--- src/rtl/des_block_uart_feeder.sv ---
// Serialises one 64-bit DES result block into bytes for the UART transmitter,
// MSB byte first, using its ready/start/done handshake.
//
// state | meaning
// IDLE  | waiting for i_fStart, block loaded on request
// SEND  | byte on o_TxData, o_fTx pulses once the transmitter is ready
// WAIT  | frame in flight, waiting for i_fTxDone
// GAP   | GAP_CYCLES idle cycles before the next byte
// DONE  | one-cycle o_fDone, then back to IDLE
module des_block_uart_feeder #(
   parameter int NUM_BYTES  = 8,
   parameter int GAP_CYCLES = 0
) (
   input  logic        i_Clk,
   input  logic        i_Rst,
   input  logic        i_fStart,
   input  logic [63:0] i_Block,
   input  logic        i_fTxReady,
   input  logic        i_fTxDone,
   output logic        o_fTx,
   output logic [7:0]  o_TxData,
   output logic        o_fBusy,
   output logic        o_fDone
);

   localparam int GAP_W = (GAP_CYCLES > 1) ? $clog2(GAP_CYCLES) : 1;
   localparam logic [2:0] LAST_BYTE = 3'(NUM_BYTES - 1);
   localparam logic [GAP_W-1:0] GAP_LAST = GAP_W'((GAP_CYCLES > 0) ? GAP_CYCLES - 1 : 0);

   typedef enum logic [2:0] {
      ST_IDLE = 3'd0,
      ST_SEND = 3'd1,
      ST_WAIT = 3'd2,
      ST_GAP  = 3'd3,
      ST_DONE = 3'd4
   } state_t;

   state_t            state, state_nxt;
   logic [63:0]       shreg;
   logic [2:0]        byte_cnt;
   logic [GAP_W-1:0]  gap_cnt;

   always_ff @(posedge i_Clk or negedge i_Rst) begin
      if (!i_Rst) begin
         state    <= ST_IDLE;
         shreg    <= '0;
         byte_cnt <= '0;
         gap_cnt  <= '0;
      end else begin
         state <= state_nxt;
         case (state)
            ST_IDLE: begin
               if (i_fStart) begin
                  shreg    <= i_Block;
                  byte_cnt <= '0;
               end
            end
            ST_WAIT: begin
               // the last byte is never shifted out, so o_TxData holds it afterwards
               if (i_fTxDone && (byte_cnt != LAST_BYTE)) begin
                  shreg    <= {shreg[55:0], 8'h00};
                  byte_cnt <= byte_cnt + 3'd1;
               end
            end
            ST_GAP: begin
               if (gap_cnt == GAP_LAST) gap_cnt <= '0;
               else                     gap_cnt <= gap_cnt + 1'b1;
            end
            default: ;
         endcase
      end
   end

   always_comb begin
      state_nxt = state;
      case (state)
         ST_IDLE: if (i_fStart) state_nxt = ST_SEND;
         ST_SEND: if (i_fTxReady) state_nxt = ST_WAIT;
         ST_WAIT: begin
            if (i_fTxDone) begin
               if (byte_cnt == LAST_BYTE)  state_nxt = ST_DONE;
               else if (GAP_CYCLES > 0)    state_nxt = ST_GAP;
               else                        state_nxt = ST_SEND;
            end
         end
         ST_GAP:  if (gap_cnt == GAP_LAST) state_nxt = ST_SEND;
         ST_DONE: state_nxt = ST_IDLE;
         default: state_nxt = ST_IDLE;
      endcase
   end

   always_comb begin
      o_fTx    = (state == ST_SEND) && i_fTxReady;
      o_TxData = shreg[63:56];
      o_fBusy  = (state != ST_IDLE);
      o_fDone  = (state == ST_DONE);
   end

endmodule
--- config.mk ---
export PLATFORM = sky130hd
export DESIGN_NAME = des_block_uart_feeder
export DESIGN_NICKNAME = d
export VERILOG_FILES = /design/src/rtl/des_block_uart_feeder.sv
export SDC_FILE = /design/constraint.sdc
export NUM_CORES = 1
export LEC_CHECK = 0
export CAP_MARGIN = 20
export CORE_MARGIN = 2
export CORE_UTILIZATION = 25
export DETAILED_ROUTE_END_ITERATION = 8
export DONT_BUFFER_PORTS = 1
export PLACE_DENSITY = 0.41
export SLEW_MARGIN = 30
export SYNTH_ARGS = -nofsm -noshare
export SYNTH_HDL_FRONTEND = slang
export SYNTH_SLANG_ARGS = --single-unit
--- constraint.sdc ---
create_clock -name i_Clk -period 2.9 [get_ports i_Clk]
set_input_delay 0.725 -clock i_Clk [delete_from_list [all_inputs] [get_ports i_Clk]]
set_output_delay 0.725 -clock i_Clk [all_outputs]
set_load 0.02 [all_outputs]
==> metrics.yaml, run 1 <==
status:
  outcome: "finished, final reports clean"
timing:
  rsz0062_at_grt: "no"
  slew_viol_final: 0
  setup_viol: 0
  worst_slew_pin_slew_ns: 0.644
  fin_setup_tns_ns: 0
  slew_headroom_pct: 56.8
  setup_slack_ns: 0.746
  min_period_over_period_pct: 74.3
  hold_viol: 0
  clock_skew_ns: 0.00793
  fmax_mhz: 464
  period_minus_slack_ns: 2.15
detailed_routing:
  antenna_left: 0
  via_count: 1838
  wl_microns: 7480
  firstDrtPassIters: 4
  route.detailed.drc: 0
  drt_iter0_drc: 21
  drt-wirelength-per-cell_microns: 17.8
  via_per_inst: 4.39
floorplan:
  row_count: 43
  pin_count: 80
  core_region_area_sq_um: 13900
  die_w_microns: 124
  initial_core_util_pct: 25.7
  fp.dieArea_sq_um: 15300
  die_height_microns: 124
worst_setup_path:
  crit_path_start_kind: "flip-flop"
  crit_type: "flip-flop to primary output"
  worst_ep_required_time_ns: 2.17
  worst_setup_path_end_kind: "primary output"
  worstPathArrival_ns: 1.43
  cp_max_fo: 7
  reg2regPathDepth: 6
grt:
  grt_pass1_wl_microns: 11600
  antenna_found_initial: 1
  grt_pass1_vias: 2145
  grt-ovfl-total: 0
  grt_max_degree: 71
  gr-usage-all-layers_pct: 10.6
synthesis:
  synth_warnings: 0
  synthArstFlopShare_pct: 100
  synth_cell_types: 25
  ys_top_cells_by_area: "dfrtp_1 49%, mux2_2 23%, mux2_4 17%"
  yosysTopAreaCell: "dfrtp_1"
  synth_top_area_share_pct: 49.0
  synth_cells: 238
  yosysSeqAreaShare_pct: 49.0
  syn_area_sq_um: 3570
  synth_area_per_cell_sq_um: 15.0
  syn_nets: 309
  synth_edf_count: 0
  synth_ff_type: "dfrtp_1"
  ys_seq_elements: 70
pwr:
  ir_worst_vdd_v: 0.000312
  seq_power_share_pct: 38.5
  p_switching_w: 0.00138
  combPwrFrac_pct: 36.3
  power.share.switching_pct: 28.9
  clkPwrFrac_pct: 25.2
  pwr_density_cell_nw_per_um2: 1180
  p_leak_nw: 1.71
  internal_power_w: 0.00338
  total_power_w: 0.00476
final_layout:
  final_cell_mix: "73 x mux2_2, 69 x dfrtp_1, 40 x mux2_4"
  layout_commonest_cell: "mux2_2"
  drive_above_1_share_pct: 57.1
  area_growth_pct: 13.0
  fin_nets: 304
  fillers: 1407
  fin_cells: 419
  utilization_pct: 29.0
clock_tree:
  clkSinkCount: 70
  cts_buffers: 9
  holdBufCountCts: 0
  ctsHtreeMaxLevel: 3
  cts_setup_buffers: 0
  cts_tree: "yes"
  cts_resized: 0
  cts.clk_slew.worst_paths_ns: 0.05
  cts.path.max_buffers: 2
  clock_latency_ns: 0.34
  cts_root_buf: "clkbuf_16"
place:
  dp_slack_ns: 0.721
  dp_hpwl_microns: 4820
  gp_congestion: 0.679
  io_buffers: 0
  dp.cells: 402
flow_run:
  max-cap-violations: 0
worst_hold_path:
  hp-class: "input pin to asynchronous set/reset pin"
## critical path, cell delays in order (launching register included)
cell and delay (ns):
dfrtp_1 0.45, nand2_1 0.13, nor3_1 0.52
## final timing paths
kind | end | slack, ns | start
max in group asynchronous | shreg[38] | 2.70 | i_Rst
worst max register to register | shreg[34] | 0.75 | byte_cnt[0]
worst min-delay path | shreg[4] | 0.08 | i_Rst
worst max-delay path | o_fTx | 0.75 | state[0]
worst min register to register | shreg[3] | 0.50 | shreg[3]
min in group i_Clk | shreg[3] | 0.50 | shreg[3]
## through the flow
stage,cell area [sq um],hold slack [ns]
2_1_floorplan,3570,0.429
3_3_place_gp,3720,0.431
3_5_place_dp,3720,0.431
4_1_cts,4040,0.0569
5_1_grt,4040,0.0553
6_report,4040,0.0827
## routing by layer
| layer | GRT usage [%] | vias up | wire length (microns) |
|---|---|---|---|
| met2 | 15.8 | 41 | 3610 |
| met3 | 4.21 | 6 | 445 |
| met5 | 0 | - | 0 |
| met4 | 5.97 | 0 | 133 |
| li1 | - | 843 | - |
| met1 | 13.0 | 948 | 3290 |
## power by group through the flow
stage               logic, W  clock network, W  registers [W]
global route         0.00187           0.00130        0.00190
CTS                  0.00177           0.00124        0.00184
finish               0.00173           0.00120        0.00183
floorplan            0.00174                 0        0.00164
global placement     0.00174                 0        0.00184
detailed placement   0.00176                 0        0.00185
## final cells by class
cell class	instances	area, sq um	share of cell area (%)
multi-input combinational	144	1660	41.2
sequential	70	1750	43.4
tap	180	225	5.58
antenna	1	2.50	0.0620
inverter	2	7.51	0.186
clock buffer	12	246	6.10
timing repair buffer	6	70.1	1.74
clock inverter	4	70.1	1.74
## logic make-up (layout without fill, tap and decap cells)
kind of cell	count (synthesis)	after routing	share of synthesized area [%]
and+or+nand+nor	14	14	2.45
other	0	1	0
AOI/OAI and AO/OA	15	15	3.36
adders and majority gates	2	2	0.700
DFF	70	70	49.0
buffers and inverters	24	24	4.69
muxes	113	113	39.8
## synthesized netlist by cell type, drive strengths merged (2+ instances only)
cell,count
a22o,10
nor2b,2
nor3,2
ha,2
buf,21
o22ai,2
nor2,2
and2,2
inv,2
mux2,113
dfrtp,70
## sequential cells by signal, summed over array words and instances, names as in the netlist
signal	count
byte_cnt	3
shreg	64
state	3
Note: power is estimated with default switching activity, not from simulation.
==> inputs of run 2 (changes only) <==
==> constraint.sdc (replaced) <==
create_clock -name i_Clk -period 2 [get_ports i_Clk]
set_input_delay 0.5 -clock i_Clk [delete_from_list [all_inputs] [get_ports i_Clk]]
set_output_delay 0.5 -clock i_Clk [all_outputs]
set_load 0.02 [all_outputs]
==> run 2 against run 1 <==
  * The flow now finishes with violations (hold timing)
  * Sequential share of layout area decreased by 0.20 points
  * Worst setup slack got worse by 0.69 ns
  * Register-to-register slack got worse by 0.65 ns
  * Critical path depth unchanged
  * Final area increased by 0.46%
  * Largest cell class unchanged
  * Largest power group is now combinational cells
==> metrics.yaml, run 2 (synthesized netlist as in run 1, its figures left out) <==
detailed_routing:
  via_per_inst: 4.36  # -0.63%
  firstDrtPassIters: 3  # -1
  route.detailed.drc: 0  # unchanged
  drt_iter0_drc: 70  # +230%
  via_count: 1857  # +1.0%
  antenna_left: 0  # unchanged
  wl_microns: 7480  # about the same
  drt-wirelength-per-cell_microns: 17.5  # -1.7%
grt:
  gr-usage-all-layers_pct: 10.8  # +0.21 points
  grt_pass1_vias: 2123  # -1.0%
  antenna_found_initial: 1  # unchanged
  grt_pass1_wl_microns: 11800  # +1.5%
  grt-ovfl-total: 0  # unchanged
  grt_max_degree: 71  # unchanged
timing:
  slew_viol_final: 0  # unchanged
  rsz0062_at_grt: "no"
  slew_headroom_pct: 71.2  # +14 points
  fin_setup_tns_ns: 0  # unchanged
  setup_viol: 0  # unchanged
  hold-worst-slack_ns: -0.146  # -0.229 ns
  clock_skew_ns: 0.00442  # -0.00351 ns
  period_minus_slack_ns: 1.94
  fmax_mhz: 515
  min_period_over_period_pct: 97.2
  setup_slack_ns: 0.0569  # -0.689 ns
  hold_viol: 70  # +70
  worst_slew_pin_slew_ns: 0.432  # -0.212 ns
clock_tree:
  cts_resized: 0  # unchanged
  clkSinkCount: 70  # unchanged
  cts_root_buf: "clkbuf_16"
  clock_latency_ns: 0.34  # about the same
  cts_buffers: 9  # unchanged
  cts.clk_slew.worst_paths_ns: 0.05  # about the same
  cts.path.max_buffers: 2  # unchanged
  cts_tree: "yes"
  ctsHtreeMaxLevel: 3  # unchanged
worst_setup_path:
  worst_setup_path_end_kind: "primary output"
  critical_path.cell_chain: "buf_4, or3_1"
  crit_cells: 2  # unchanged
  worstPathBufferInverterCount: 1  # +1
  crit_path_start_kind: "flip-flop"
  critPathLaunch: "state[1]"
  reg2regPathDepth: 6  # unchanged
  worst_r2r_endpoint: "shreg[32]"
  worst_ep_required_time_ns: 1.50  # -0.67 ns
  crit_path_top_delay_cell: "or3_1"
  r2r-start: "byte_cnt[0]"
  cp_top_family: "simple AND/OR/NAND/NOR gates"
  cp_max_fo: 12  # +5
  critPathCapture: "o_fBusy"
  worstPathArrival_ns: 1.44  # about the same
  r2r_slack_ns: 0.10  # -0.65 ns
  crit_type: "flip-flop to primary output"
  critPathMaxStageDelay_ns: 0.48  # -0.04 ns
floorplan:
  die_w_microns: 124  # unchanged
  row_count: 43  # unchanged
  core_region_area_sq_um: 13900  # unchanged
  pin_count: 80  # unchanged
  fp.dieArea_sq_um: 15300  # unchanged
  die_height_microns: 124  # unchanged
  initial_core_util_pct: 25.7  # unchanged
pwr:
  total_power_w: 0.00672  # +41%
  pwr_density_cell_nw_per_um2: 1660  # +41%
  ir_worst_vdd_v: 0.000539  # +73%
  p_leak_nw: 1.73  # +0.89%
final_layout:
  largest_register_ffs: 64  # unchanged
  reg_top3: "shreg (64), byte_cnt (3), state (3)"
  final_cell_mix: "73 x mux2_2, 69 x dfrtp_1, 40 x mux2_4"
  top_register: "shreg"
  fin_nets: 312  # +2.6%
  utilization_pct: 29.1  # +0.13 points
  area_growth_pct: 13.5
  layout_commonest_cell: "mux2_2"
  drive_above_1_share_pct: 57.6  # +0.41 points
flow_run:
  max-cap-violations: 0  # unchanged
status:
  violations: "hold timing"
  outcome: "finished, violations left"
place:
  dp_hpwl_microns: 5010  # +4.0%
  gp_congestion: 0.697  # +2.7%
  dp_slack_ns: 0.0510  # -0.670 ns
  io_buffers: 0  # unchanged
worst_hold_path:
  hp-class: "input pin to asynchronous set/reset pin"
==> run 2: area by class of cell <==
cell class / instances / area [sq um]
diodes: 1 / 2.50
clock buffers: 13 / 240
inverters: 2 / 7.51
repair buffers: 14 / 155
fillers: 1384 / 9880
flip-flops and latches: 70 / 1750
multi-input cells: 144 / 1660
clock inverters: 2 / 10.0
well taps: 180 / 225
==> run 2: power by group <==
part	switching (W)	internal (W)
combinational	0.000889	0.00177
sequential	0.000510	0.00213
clock	0.000599	0.000830
==> run 2: how the worst min path moves through the flow <==
stage | startpoint | endpoint | slack [ns] | depth (start not counted)
global placement | i_Rst | shreg[3] | 0.21 | 0
detailed placement | i_Rst | shreg[4] | 0.21 | 0
global route | i_Rst | shreg[11] | -0.17 | 0
finish | i_Rst | shreg[4] | -0.15 | 0
floorplan | i_Rst | byte_cnt[0] | 0.20 | 0
CTS | i_Rst | shreg[11] | -0.17 | 0
==> run 2: what timing repair did <==
action	4_1_cts	5_1_grt
setup endpoints to repair	0	19
hold endpoints to repair	70	70
buffers inserted	0	2
==> run 2: routing by layer <==
metal / up-vias / track usage, % / wire length, microns
li1: 866 / - / -
met1: 940 / 13.5 / 3460
met2: 40 / 15.8 / 3480
met3: 11 / 3.75 / 336
met4: 0 / 7.03 / 195
met5: - / 0 / 0
==> run 2: metrics by stage <==
stage / cell area, sq um / cells
6_report: 4060 / 426
5_1_grt: 4050 / 425
4_1_cts: 4040 / 423
3_5_place_dp: 3790 / 408
3_3_place_gp: 3790 / 408
2_1_floorplan: 3570 / 238
